File: config.mk
export PLATFORM = sky130hd
export DESIGN_NAME = dir_input_conditioner
export DESIGN_NICKNAME = d
export VERILOG_FILES = /design/src/rtl/dir_pkg.sv /design/src/rtl/debounce_bit.sv /design/src/rtl/dir_input_conditioner.sv
export SDC_FILE = /design/constraint.sdc
export NUM_CORES = 1
export LEC_CHECK = 0
export ABC_CLOCK_PERIOD_IN_PS = 3100
export CORE_MARGIN = 4
export CORE_UTILIZATION = 38
export CTS_CLUSTER_DIAMETER = 40
export DETAILED_ROUTE_END_ITERATION = 12
export GPL_TIMING_DRIVEN = 0
export SLEW_MARGIN = 20
export SYNTH_ARGS = -nofsm -noshare
export SYNTH_HDL_FRONTEND = slang
export SYNTH_SLANG_ARGS = --single-unit
File: constraint.sdc
create_clock -name clk -period 3.1 [get_ports clk]
set_clock_uncertainty 0.15 [all_clocks]
set_input_delay 0.62 -clock clk [delete_from_list [all_inputs] [get_ports clk]]
set_output_delay 0.62 -clock clk [all_outputs]
set_load 0.02 [all_outputs]
File: src/rtl/dir_pkg.sv
// dir_pkg: shared bit indices, repeat-state type and counter-width helper for the direction-input path.
package dir_pkg;
  localparam int DIR_UP    = 3;
  localparam int DIR_DOWN  = 2;
  localparam int DIR_LEFT  = 1;
  localparam int DIR_RIGHT = 0;
  typedef enum logic [1:0] {IDLE, HOLD, REPEAT} rpt_state_t;
  function automatic int cnt_w(input int n);
    return (n < 2) ? 1 : $clog2(n);
  endfunction
endpackage

File: src/rtl/debounce_bit.sv
// debounce_bit: 2-flop synchronizer followed by a per-bit debounce counter and stable level.
module debounce_bit import dir_pkg::*; #(
  parameter int DEBOUNCE_CYCLES = 16
) (
  input  logic clk,
  input  logic rst_n,
  input  logic i_btn,
  output logic o_stable
);
  localparam int CW = cnt_w(DEBOUNCE_CYCLES);
  logic [1:0]    r_sync;
  logic [CW-1:0] r_cnt;
  logic          r_stable;
  always_ff @(posedge clk or negedge rst_n) begin
    if (!rst_n) begin
      r_sync   <= '0;
      r_cnt    <= '0;
      r_stable <= 1'b0;
    end else begin
      r_sync <= {r_sync[0], i_btn};
      if (r_sync[1] == r_stable) r_cnt <= '0;
      else if (r_cnt == CW'(DEBOUNCE_CYCLES - 1)) begin
        r_stable <= r_sync[1];
        r_cnt    <= '0;
      end else r_cnt <= r_cnt + 1'b1;
    end
  end
  assign o_stable = r_stable;
endmodule

File: src/rtl/dir_input_conditioner.sv
// dir_input_conditioner: debounced, conflict-resolved direction buttons with one-cycle step pulses.
// Optional auto-repeat FSM enabled by defining DIR_AUTO_REPEAT_EN.
module dir_input_conditioner import dir_pkg::*; #(
  parameter int DEBOUNCE_CYCLES = 16,
  parameter int REPEAT_DELAY    = 1000,
  parameter int REPEAT_PERIOD   = 250
) (
  input  logic       clk,
  input  logic       rst_n,
  input  logic [3:0] btn_udlr,
  output logic [3:0] dir_udlr,
  output logic [3:0] held_udlr
);
  if (DEBOUNCE_CYCLES < 2 || DEBOUNCE_CYCLES > 65535 || REPEAT_DELAY < 1 || REPEAT_PERIOD < 1) begin : g_bad_param
    $error("dir_input_conditioner: parameter out of range");
  end
  logic [3:0] w_stable, w_resolved, w_new;
  logic [3:0] r_held, r_held_d, r_dir;
  for (genvar b = 0; b < 4; b++) begin : g_db
    debounce_bit #(.DEBOUNCE_CYCLES(DEBOUNCE_CYCLES)) u_db (
      .clk      (clk),
      .rst_n    (rst_n),
      .i_btn    (btn_udlr[b]),
      .o_stable (w_stable[b])
    );
  end
  // Opposing directions cancel each other while both are held.
  always_comb begin
    w_resolved            = '0;
    w_resolved[DIR_UP]    = w_stable[DIR_UP]    & ~w_stable[DIR_DOWN];
    w_resolved[DIR_DOWN]  = w_stable[DIR_DOWN]  & ~w_stable[DIR_UP];
    w_resolved[DIR_LEFT]  = w_stable[DIR_LEFT]  & ~w_stable[DIR_RIGHT];
    w_resolved[DIR_RIGHT] = w_stable[DIR_RIGHT] & ~w_stable[DIR_LEFT];
    w_new                 = r_held & ~r_held_d;
  end
  always_ff @(posedge clk or negedge rst_n) begin
    if (!rst_n) begin
      r_held   <= '0;
      r_held_d <= '0;
    end else begin
      r_held   <= w_resolved;
      r_held_d <= r_held;
    end
  end
  // Pulses are masked with the next held value so a pulse never outlives its held bit.
`ifdef DIR_AUTO_REPEAT_EN
  localparam int RW = cnt_w((REPEAT_DELAY > REPEAT_PERIOD) ? REPEAT_DELAY : REPEAT_PERIOD);
  rpt_state_t    r_state;
  logic [RW-1:0] r_rcnt;
  always_ff @(posedge clk or negedge rst_n) begin
    if (!rst_n) begin
      r_state <= IDLE;
      r_rcnt  <= '0;
      r_dir   <= '0;
    end else if (r_held == '0) begin
      r_state <= IDLE;
      r_rcnt  <= '0;
      r_dir   <= '0;
    end else if (w_new != '0) begin
      r_state <= HOLD;
      r_rcnt  <= '0;
      r_dir   <= w_new & w_resolved;
    end else if (r_state == HOLD && r_rcnt == RW'(REPEAT_DELAY - 1)) begin
      r_state <= REPEAT;
      r_rcnt  <= '0;
      r_dir   <= r_held & w_resolved;
    end else if (r_state == REPEAT && r_rcnt == RW'(REPEAT_PERIOD - 1)) begin
      r_rcnt <= '0;
      r_dir  <= r_held & w_resolved;
    end else begin
      r_rcnt <= (r_state == IDLE) ? '0 : r_rcnt + 1'b1;
      r_dir  <= '0;
    end
  end
`else
  always_ff @(posedge clk or negedge rst_n) begin
    if (!rst_n) r_dir <= '0;
    else r_dir <= w_new & w_resolved;
  end
`endif
  assign dir_udlr  = r_dir;
  assign held_udlr = r_held;
endmodule
==> flow_metrics.tcl, run 1 <==
set metrics [dict create \
    outcome "complete, no violations" \
    nets 129 \
    synth_top_area_cell "dfrtp_1" \
    place_ws_ns 1.37 \
    reg2reg_to "g_db[2].u_db.o_stable" \
    max_stage_delay_ns 0.61 \
    yosysSeqAreaShare 0.700 \
    cp_slowest_cell "clkdlybuf4s50_1" \
    hold_class "primary input to asynchronous set/reset pin" \
    cts_root_buf "clkbuf_8" \
    max_slew_margin 0.679 \
    routed_wl_mm 2.13 \
    yosys.area.top_type_share 0.700 \
    routed-via-count 822 \
    worst_pin_slew_ns 0.482 \
    post_cts_buffers 0 \
    core_area_mm2 0.00366 \
    grt_max_degree 22 \
    r2r_slack_ns 1.70 \
    cts.repair.resized 0 \
    initial_core_util 0.391 \
    crit_path_start_kind "flip-flop" \
    syn_nets 108 \
    viasPerCell 4.92 \
    fillers 320 \
    crit_path_end_kind "output pin" \
    cp_data_arrival_time_ns 1.26 \
    ys_warn_count 0 \
    worst_hold_slack_ns 0.139 \
    crit_fanout 3 \
    crit_path_end "held_udlr[1]" \
    r2r_start "g_db[2].u_db.r_cnt[0]" \
    drive_above_1_share 0.101 \
    clock_sinks 40 \
    synth_area_leaders "dfrtp_1, xnor2_1, ha_1" \
    placed_area_mm2 0.00164 \
    utilization 0.475 \
    critical_path_class "flip-flop to output pin" \
    final.setup.tns_ns 0 \
    critPathRequiredTime_ns 2.33 \
    firstDrtPassIters 2 \
    period_needed_ns 2.03 \
    p_per_area_mw_per_mm2 556 \
    num_antenna_cells 0 \
    fin_ws_ns 1.07 \
    period_share 0.654 \
    io_pins 14 \
    cp.depth 1 \
    cts_tree "yes" \
    io_buffers 13 \
    antenna_found_initial 0 \
    drc_errors 0 \
    crit_family "buffers and inverters" \
    rsz0062_at_grt "false" \
    area_delta_synth_final_pct 21.6 \
    cts_made_buffers 5 \
    slew_violations 0 \
    startpoint "held_udlr[1]" \
    drtIter0Drc 15 \
    dieHeight_um 69.3 \
    crit_buf_inv 1 \
    leakage_nw 0.800 \
    hold_viol_final 0 \
    grt_pass1_vias 892 \
    rr_worst_depth 3 \
    wl_per_cell_um 12.8 \
    synthDistinctLibCells 18 \
    setup_viol 0 \
    grt_pass1_wl_mm 3.89 \
    clock_latency_ns 0.28 \
    path_cells "clkdlybuf4s50_1" \
    syn-cell-area_mm2 0.00143 \
    ir_drop_uv 325 \
    holdBufCountCts 0 \
    ant_nets 0 \
    fp-row-count 22 \
    htreeDepth 2 \
    hpwl_mm 1.55 \
    place.gp.congestion 0.619 \
    cts.path.max_buffers 2 \
    cap_violations 0 \
    ys_seq_elements 40 \
    synth.avg_cell_area_um2 14.6 \
    grt_util_all_layers 0.102 \
    synth_cells 98 \
    final_design_area_no_fill_mm2 0.00174 \
    die-area_mm2 0.00481 \
    grt.overflow.total 0 \
    fmax_mhz 493 \
    path_clk_slew_ns 0.07 \
    die_w_um 69.3 \
]
## how the worst min path moves through the flow
stage | start | endpoint | slack, ns | cells past startpoint
detailed placement | g_db[0].u_db.r_sync[0] | g_db[0].u_db.r_sync[1] | 0.19 | 0
CTS | rst_n | g_db[1].u_db.o_stable | 0.14 | 1
finish | rst_n | g_db[1].u_db.o_stable | 0.14 | 1
global placement | g_db[1].u_db.r_sync[0] | g_db[1].u_db.r_sync[1] | 0.18 | 0
global route | rst_n | r_held_d[2] | 0.18 | 1
floorplan | rst_n | dir_udlr[0] | 0.17 | 0
## placed cells by master (no fill, tap or decap), types with 2 or more instances in the layout
| cell | n |
|---|---|
| dfrtp_1 | 40 |
| clkdlybuf4s50_1 | 12 |
| xnor2_1 | 8 |
| nor2b_1 | 8 |
| clkbuf_8 | 7 |
| a21oi_1 | 6 |
| nor2_1 | 4 |
| nand3_1 | 4 |
| and3b_1 | 4 |
| ha_1 | 4 |
| nand4b_1 | 3 |
| inv_1 | 3 |
| o21ai_0 | 3 |
| nor3b_1 | 2 |
| a311oi_1 | 2 |
| mux2_1 | 2 |
| mux2_2 | 2 |
## power by group
part	internal [W]	leakage [nW]	total, W	switching, W
combinational	0.0000255	0.220	0.0000502	0.0000248
sequential	0.000540	0.530	0.000556	0.0000161
clock	0.000198	0.0503	0.000360	0.000162
total	0.000763	0.800	0.000966	0.000203
## cell families after synthesis
family / after synthesis / share of synthesized area
buf+inv: 3 / 0.00787
xor+xnor: 8 / 0.0490
flops: 40 / 0.700
mux: 4 / 0.0315
compound gates: 14 / 0.0639
fa+ha+maj: 4 / 0.0350
simple gates: 25 / 0.113
## metrics by stage
stage	power [W]	cells
3_5_place_dp	0.000617	160
4_1_cts	0.000981	167
2_1_floorplan	0.000588	98
6_report	0.000966	167
5_1_grt	0.00101	167
3_3_place_gp	0.000609	159
## flip-flops by register name (all words and copies together) (netlist names)
name	flops
held_udlr	4
g_db.u_db.r_cnt	16
r_held_d	4
g_db.u_db.o_stable	4
dir_udlr	4
g_db.u_db.r_sync	8
## area by class of cell
class,count,area [um2],share of cell area
Sequential cell,40,1000,0.576
Clock buffer,7,96.3,0.0554
Multi-Input combinational cell,55,418,0.240
Timing Repair Buffer,14,153,0.0878
Tap cell,48,60.1,0.0345
Inverter,3,11.3,0.00647
## synth_stat cells
library cell / n
inv_1: 3
ha_1: 4
o21ai_0: 3
a21oi_1: 6
a311oi_1: 2
a31oi_1: 1
nor3b_1: 2
nand4b_1: 3
nand3_1: 4
dfrtp_1: 40
and3b_1: 4
mux2_2: 2
xnor2_1: 8
a311oi_2: 1
a21o_1: 1
nor2_1: 4
mux2_1: 2
nor2b_1: 8
## layer usage
layer | global-route usage | wire, um | vias to the layer above
met5 | 0 | 0 | -
met2 | 0.172 | 1080 | 13
met4 | 0.0456 | 27 | 0
met1 | 0.111 | 919 | 423
li1 | - | - | 382
met3 | 0.0464 | 109 | 4
Note: power is estimated with default switching activity, not from simulation.
==> run 2, diff against run 1 <==
--- a/config.mk
+++ b/config.mk
@@ -5,7 +5,7 @@
 export SDC_FILE = /design/constraint.sdc
 export NUM_CORES = 1
 export LEC_CHECK = 0
-export ABC_CLOCK_PERIOD_IN_PS = 3100
+export ABC_CLOCK_PERIOD_IN_PS = 1850
 export CORE_MARGIN = 4
 export CORE_UTILIZATION = 38
 export CTS_CLUSTER_DIAMETER = 40
==> constraint.sdc (replaced) <==
create_clock -name clk -period 1.85 [get_ports clk]
set_clock_uncertainty 0.15 [all_clocks]
set_input_delay 0.37 -clock clk [delete_from_list [all_inputs] [get_ports clk]]
set_output_delay 0.37 -clock clk [all_outputs]
set_load 0.02 [all_outputs]
==> flow_metrics.tcl, run 2 (synthesis results as in run 1) <==
set metrics [dict create \
    drtIter0Drc 23 \
    crit_family "buffers and inverters" \
    cts_root_buf "clkbuf_8" \
    area_delta_synth_final_pct 22.3 \
    path_cells "clkdlybuf4s50_1" \
    fmax_mhz 562 \
    drive_above_1_share 0.100 \
    period_share 0.961 \
    cts_made_buffers 5 \
    seq_power_share 0.575 \
    nets 130 \
    max_stage_delay_ns 0.61 \
    dp.cells 160 \
    cts.repair.resized 0 \
    clock_sinks 40 \
    fp-row-count 22 \
    grt_util_all_layers 0.103 \
    routed-via-count 827 \
    crit_path_start_kind "flip-flop" \
    p_sw_frac 0.210 \
    wl_per_cell_um 12.7 \
    antenna_found_initial 0 \
    comb_power_share 0.053 \
    p_sw_w 0.000340 \
    slew_violations 0 \
    crit_path_end_kind "output pin" \
    p_per_area_mw_per_mm2 926 \
    outcome "complete, no violations" \
    period_needed_ns 1.78 \
    cp_data_arrival_time_ns 1.26 \
    path_clk_slew_ns 0.07 \
    place.gp.congestion 0.619 \
    initial_core_util 0.391 \
    final_common_cell "dfrtp_1" \
    routed_wl_mm 2.13 \
    htreeDepth 2 \
    final_cells 168 \
    worst_pin_slew_ns 0.484 \
    holdBufCountCts 1 \
    hpwl_mm 1.55 \
    io_pins 14 \
    cp_slowest_cell "clkdlybuf4s50_1" \
    cts_tree "yes" \
    largestRegisters "g_db.u_db.r_cnt x16, g_db.u_db.r_sync x8" \
    core_area_mm2 0.00366 \
    top_register "g_db.u_db.r_cnt" \
    critical_path_class "flip-flop to output pin" \
    grt_pass1_wl_mm 3.91 \
    leakage_nw 0.804 \
    crit_buf_inv 1 \
    cap_violations 0 \
    pwr-share-clk 0.372 \
    grt_max_degree 22 \
    die_w_um 69.3 \
    p_int_w 0.00128 \
    drc_errors 0 \
    rsz0062_at_grt "false" \
    critPathRequiredTime_ns 1.33 \
    ant_nets 0 \
    max_slew_margin 0.677 \
    viasPerCell 4.92 \
    ir_drop_uv 545 \
    hold_class "flip-flop to flip-flop" \
    firstDrtPassIters 2 \
    most-common-layout-cells "dfrtp_1, clkdlybuf4s50_1, xnor2_1, nor2b_1, clkbuf_8" \
    post_cts_buffers 0 \
    grt.overflow.total 0 \
    hold_viol_final 0 \
    dieHeight_um 69.3 \
    io_buffers 13 \
    crit_fanout 3 \
    largest_reg_flops 16 \
    cts.path.max_buffers 2 \
    grt_pass1_vias 898 \
    clock_latency_ns 0.28 \
    final.setup.tns_ns 0 \
    setup_viol 0 \
    num_antenna_cells 0 \
    die-area_mm2 0.00481 \
]
## run 2: through the flow
| step | hold slack [ns] | util | power (W) | area [um2] | worst slack (ns) |
|---|---|---|---|---|---|
| after floorplan | -0.0756 | - | 0.000986 | 1430 | 0.528 |
| after global placement | 0.182 | 0.443 | 0.00102 | 1620 | -0.634 |
| after detailed placement | 0.186 | 0.449 | 0.00103 | 1640 | 0.367 |
| after CTS | 0.202 | 0.478 | 0.00165 | 1750 | 0.0459 |
| after global routing | 0.204 | 0.478 | 0.00169 | 1750 | 0.00544 |
| final | 0.200 | 0.478 | 0.00162 | 1750 | 0.0720 |
## run 2: layout make-up
cell class                      instances  area [um2]
Fill cell                             321        1910
Sequential cell                        40        1000
Multi-Input combinational cell         55         418
Timing Repair Buffer                   15         163
Clock buffer                            7        96.3
Tap cell                               48        60.1
Inverter                                3        11.3
## run 2: layer usage
| layer | up-vias | share of wire | GRT usage |
|---|---|---|---|
| met5 | - | 0 | 0 |
| met4 | 0 | 0.013 | 0.0456 |
| met3 | 4 | 0.051 | 0.0464 |
| met2 | 13 | 0.50 | 0.172 |
| met1 | 426 | 0.43 | 0.112 |
| li1 | 384 | - | - |
## run 2: path summary, 6_finish.rpt
check | start | endpoint | slack [ns] | depth (start not counted)
worst max-delay path | held_udlr[1] | held_udlr[1] | 0.07 | 1
min in group asynchronous | rst_n | g_db[1].u_db.o_stable | 0.43 | 2
worst min register to register | g_db[3].u_db.r_sync[0] | g_db[3].u_db.r_sync[1] | 0.20 | 0
worst min-delay path | g_db[3].u_db.r_sync[0] | g_db[3].u_db.r_sync[1] | 0.20 | 0
worst max register to register | g_db[2].u_db.r_cnt[0] | g_db[2].u_db.o_stable | 0.45 | 3
max in group asynchronous | rst_n | dir_udlr[2] | 0.66 | 3
## run 2: power groups by stage
stage                     Combinational (W)  Clock, W  Sequential (W)
after floorplan                   0.0000444         0        0.000942
after global placement            0.0000759         0        0.000945
final                             0.0000858  0.000603        0.000932
after detailed placement          0.0000865         0        0.000948
after CTS                         0.0000891  0.000625        0.000931
after global routing               0.000101  0.000658        0.000934
==> edit 1 (flow settings as in run 2) <==
Build with the macro `DIR_AUTO_REPEAT_EN` defined.
--- a/src/rtl/dir_input_conditioner.sv
+++ b/src/rtl/dir_input_conditioner.sv
@@ -1,5 +1,7 @@
 // dir_input_conditioner: debounced, conflict-resolved direction buttons with one-cycle step pulses.
 // Optional auto-repeat FSM enabled by defining DIR_AUTO_REPEAT_EN.
+`define DIR_AUTO_REPEAT_EN
+
 module dir_input_conditioner import dir_pkg::*; #(
   parameter int DEBOUNCE_CYCLES = 16,
   parameter int REPEAT_DELAY    = 1000,
Behaviour: no difference found for any inputs over 10 cycles, from zero or initial values and one cycle with rst_n low; that may be too few to reach the edited logic, so the function may still have changed.
==> edit 1 against run 2 <==
  * The flow now finishes with violations (setup timing)
  * Wire length grew 62%
  * Utilization shrank 0.18 points
  * Via count grew 61%
  * Sequential cell count grew 12
  * Global-route usage grew 1.8 points
  * Synthesized area grew 48%
  * Fmax shrank 6.5%
  * Sequential power grew 28%
  * Cell area grew 43%
  * Power grew 26%
  * Setup slack lost 0.12 ns
==> edit 1: results (changes against run 2) <==
[timing]
hold_ws_ns = 0.205  ; +0.00457 ns
setup_tns_ns = -0.451  ; -0.451 ns
finalMaxSlewViolations = 0  ; unchanged
fin_ws_ns = -0.0511  ; -0.123 ns
tightest_slew_ns = 0.486  ; +0.00189 ns
setup_viol = 10  ; +10

[outcome]
outcome = complete, but fails checks
violations = setup timing

[cts]
cts_inserted_buffers = 5  ; unchanged
clk_latency_ns = 0.30  ; +0.02 ns
clkTransAtPathRegs_ns = 0.09  ; +0.02 ns

[global_route]
grt_start_max_net_pins = 33  ; +50%
grt_pass1_vias = 1358  ; +51%
grt_pass1_wl_mm = 6.18  ; +58%

[synthesis]
synth.distinct_cells = 28  ; +10
synthMuxAreaShare = 0.0212  ; -0.0103
ys_seq_area_frac = 0.613  ; -0.0871
synth_fa_ha_area_frac = 0.0354  ; +0.000361
synth_compound_area_frac = 0.0772  ; +0.0133
syn_nets = 181  ; +68%
synthTopCellsByCount = 52 x dfrtp_1, 13 x xnor2_1, 12 x a21oi_1, 12 x nor3_1, 11 x nor2b_1
avgSynthCellArea_um2 = 12.6  ; -14%
yosys-top-cells-area = dfrtp_1 61%, xnor2_1 5.4%, ha_1 3.5%
synth_xor_area_frac = 0.0660  ; +0.0170

[finish]
reg_top3 = g_db.u_db.r_cnt x16, r_rcnt x10, g_db.u_db.r_sync x8
nets = 205  ; +58%
fin_cells = 264  ; +57%
seq_area_um2 = 1300  ; +30%
fillers = 478  ; +49%
drive_gt1_frac = 0.134  ; +0.0340

[power_and_ir_drop]
leakagePower_nw = 1.08  ; +35%
internal_power_mw = 1.61  ; +26%
vdd_drop_max_mv = 0.413  ; -24%
seqPwrFrac = 0.585  ; +0.010
total_power_mw = 2.04  ; +26%
comb-power_mw = 0.0878  ; +2.3%

[drt]
drt-vias-per-instance = 5.05  ; +2.6%
first_pass_iters = 4  ; +2
wl_per_cell_um = 13.1  ; +3.3%
drtIter0Drc = 34  ; +48%

[placement]
place_ws_ns = -0.0969  ; -0.464 ns
hpwl_mm = 2.54  ; +64%
place_area_um2 = 2360  ; +43%

[critical_path]
crit_start = r_rcnt[2]
rr_worst_depth = 5  ; +2
crit_arrival_ns = 1.93  ; +0.67 ns
path_max_fanout = 10  ; +7
path_class = reg2reg
r2r_end = r_rcnt[5]

[min_path]
holdCritStartpoint = g_db[2].u_db.r_sync[0]
whs_endpoint = g_db[2].u_db.r_sync[1]

-- edit 1: cell type report --
type                       count  share of cell area
buffer                         1             0.00449
clock buffer                   5              0.0274
clock inverter                 3              0.0170
inverter                       8              0.0120
multi-input combinational    108               0.319
sequential                    52               0.520
tap                           70              0.0349
timing repair buffer          17              0.0658
-- edit 1: timing repair --
action                                  CTS  global route
hold endpoints to repair                 20             0
cloned                                    0             0
setup buffers                             2             0
endpoints found under the setup margin   18            16
resized for setup                         5             4
pin swaps                                 4             3
hold buffers                              1             0
-- edit 1: critical path, stage by stage, from the launching register on --
cell	delay, ns
dfrtp_2	0.42
or4b_4	0.53
nor4b_4	0.30
o21a_1	0.17
buf_6	0.14
nor3_1	0.06
-- edit 1: routing by layer --
metal	share of wire	vias up	global-route usage
met5	0	-	0
met4	0.016	0	0.0441
met3	0.030	7	0.0390
met2	0.51	17	0.207
met1	0.44	673	0.141
li1	-	637	-
==> edit 2 (flow settings as in run 2) <==
Made on the original files. Register the output `dir_udlr` once more, cleared by the reset; this adds one clock of latency there. The other outputs are not delayed to match.
--- a/src/rtl/dir_input_conditioner.sv
+++ b/src/rtl/dir_input_conditioner.sv
@@ -78,6 +78,12 @@
     else r_dir <= w_new & w_resolved;
   end
 `endif
-  assign dir_udlr  = r_dir;
+  always_ff @(posedge clk or negedge rst_n) begin
+    if (!rst_n) begin
+      dir_udlr <= '0;
+    end else begin
+      dir_udlr <= r_dir;
+    end
+  end
   assign held_udlr = r_held;
 endmodule
Formal check against the unedited RTL: no difference found for any inputs over 10 cycles, from zero or initial values and one cycle with rst_n low; that may be too few to reach the edited logic, so the function may still have changed.
==> edit 2 against run 2 <==
  * Sequential cell count is 4 higher
  * Sequential share of layout area grew 1.3 points
  * Synthesized area is 7.0% higher
  * Power is 16% higher
  * Cell area is 7.6% higher
  * Setup slack better by 0.046 ns
  * Non-clock buffer count unchanged
  * Wire length up 1.1%
  * Largest cell class unchanged
  * Largest power group unchanged
==> edit 2: results (changes against run 2) <==
[drt]
first_pass_iters = 6  ; +4
vias = 834  ; +0.85%
drtIter0Drc = 53  ; +130%
wl_per_cell_um = 12.5  ; -1.8%

[global_route]
grt_start_max_net_pins = 36  ; +64%
grt_pass1_wl_mm = 3.81  ; -2.7%
grt_use_total = 0.100  ; -0.00245
grt_use_met3 = 0.0463  ; -0.0000935
globalRouteMet1Util = 0.119  ; +0.00745
grtUsageMet2 = 0.144  ; -0.0277

[timing]
finalCriticalPeriod_ns = 1.73  ; -0.0457 ns
slew_headroom = 0.759  ; +0.0814
hold_ws_ns = 0.198  ; -0.00193 ns

[power_and_ir_drop]
vdd_drop_max_mv = 0.481  ; -12%
leakagePower_nw = 0.946  ; +18%

[critical_path]
crit_arrival_ns = 1.21  ; -0.05 ns
endpoint = dir_udlr[0]
path_max_fanout = 1  ; -2
crit_start = dir_udlr[0]

[synthesis]
syn_nets = 112  ; +3.7%
synthTopCellsByCount = 44 x dfrtp_1, 8 x nor2b_1, 8 x xnor2_1
synth_compound_area_frac = 0.0597  ; -0.00418
synthCells = 102  ; +4.1%
yosys-top-cells-area = dfrtp_1 72%, xnor2_1 4.6%, ha_1 3.3%
synth_xor_area_frac = 0.0458  ; -0.00320
synth_fa_ha_area_frac = 0.0327  ; -0.00229
synthMuxAreaShare = 0.0294  ; -0.00206
ys_seq_area_frac = 0.720  ; +0.0196

[outcome]
outcome = complete, no violations

[floorplanning]
dieArea_um2 = 5110  ; +6.2%

[placement]
gp_congestion = 0.691  ; +12%
placed_cells = 164  ; +2.5%
place_ws_ns = 0.352  ; -0.0149 ns
place_area_um2 = 1740  ; +5.6%

[finish]
drive_gt1_frac = 0.104  ; +0.00400
nets = 134  ; +3.1%

[min_path]
whs_endpoint = g_db[2].u_db.r_sync[1]
holdCritStartpoint = g_db[2].u_db.r_sync[0]

-- edit 2: changes by cell type after synthesis, sizes merged --
cell / before / now
dfrtp: 40 / 44
-- edit 2: power breakdown --
group	switching, mW	internal [mW]	total, mW	leakage, nW
clock	0.299	0.476	0.775	0.0645
sequential	0.0265	0.991	1.02	0.586
combinational	0.0431	0.0428	0.0859	0.296
total	0.369	1.51	1.88	0.946
-- edit 2: per-layer routing --
metal | up-vias | share of wire
li1 | 395 | -
met1 | 408 | 0.45
met2 | 24 | 0.46
met3 | 7 | 0.063
met4 | 0 | 0.031
met5 | - | 0
-- edit 2: area by class of cell --
type,instances,area [um^2]
Timing Repair Buffer,15,165
Tap cell,48,60.1
Clock buffer,7,96.3
Multi-Input combinational cell,55,418
Inverter,3,11.3
Clock inverter,1,30.0
Sequential cell,44,1100
Fill cell,319,1890
-- edit 2: repair_timing --
item                                    4_1_cts  5_1_grt
hold buffers                                  1        0
endpoints found under the hold margin         9        0
gates resized for setup                       0        4
endpoints found under the setup margin        0        4
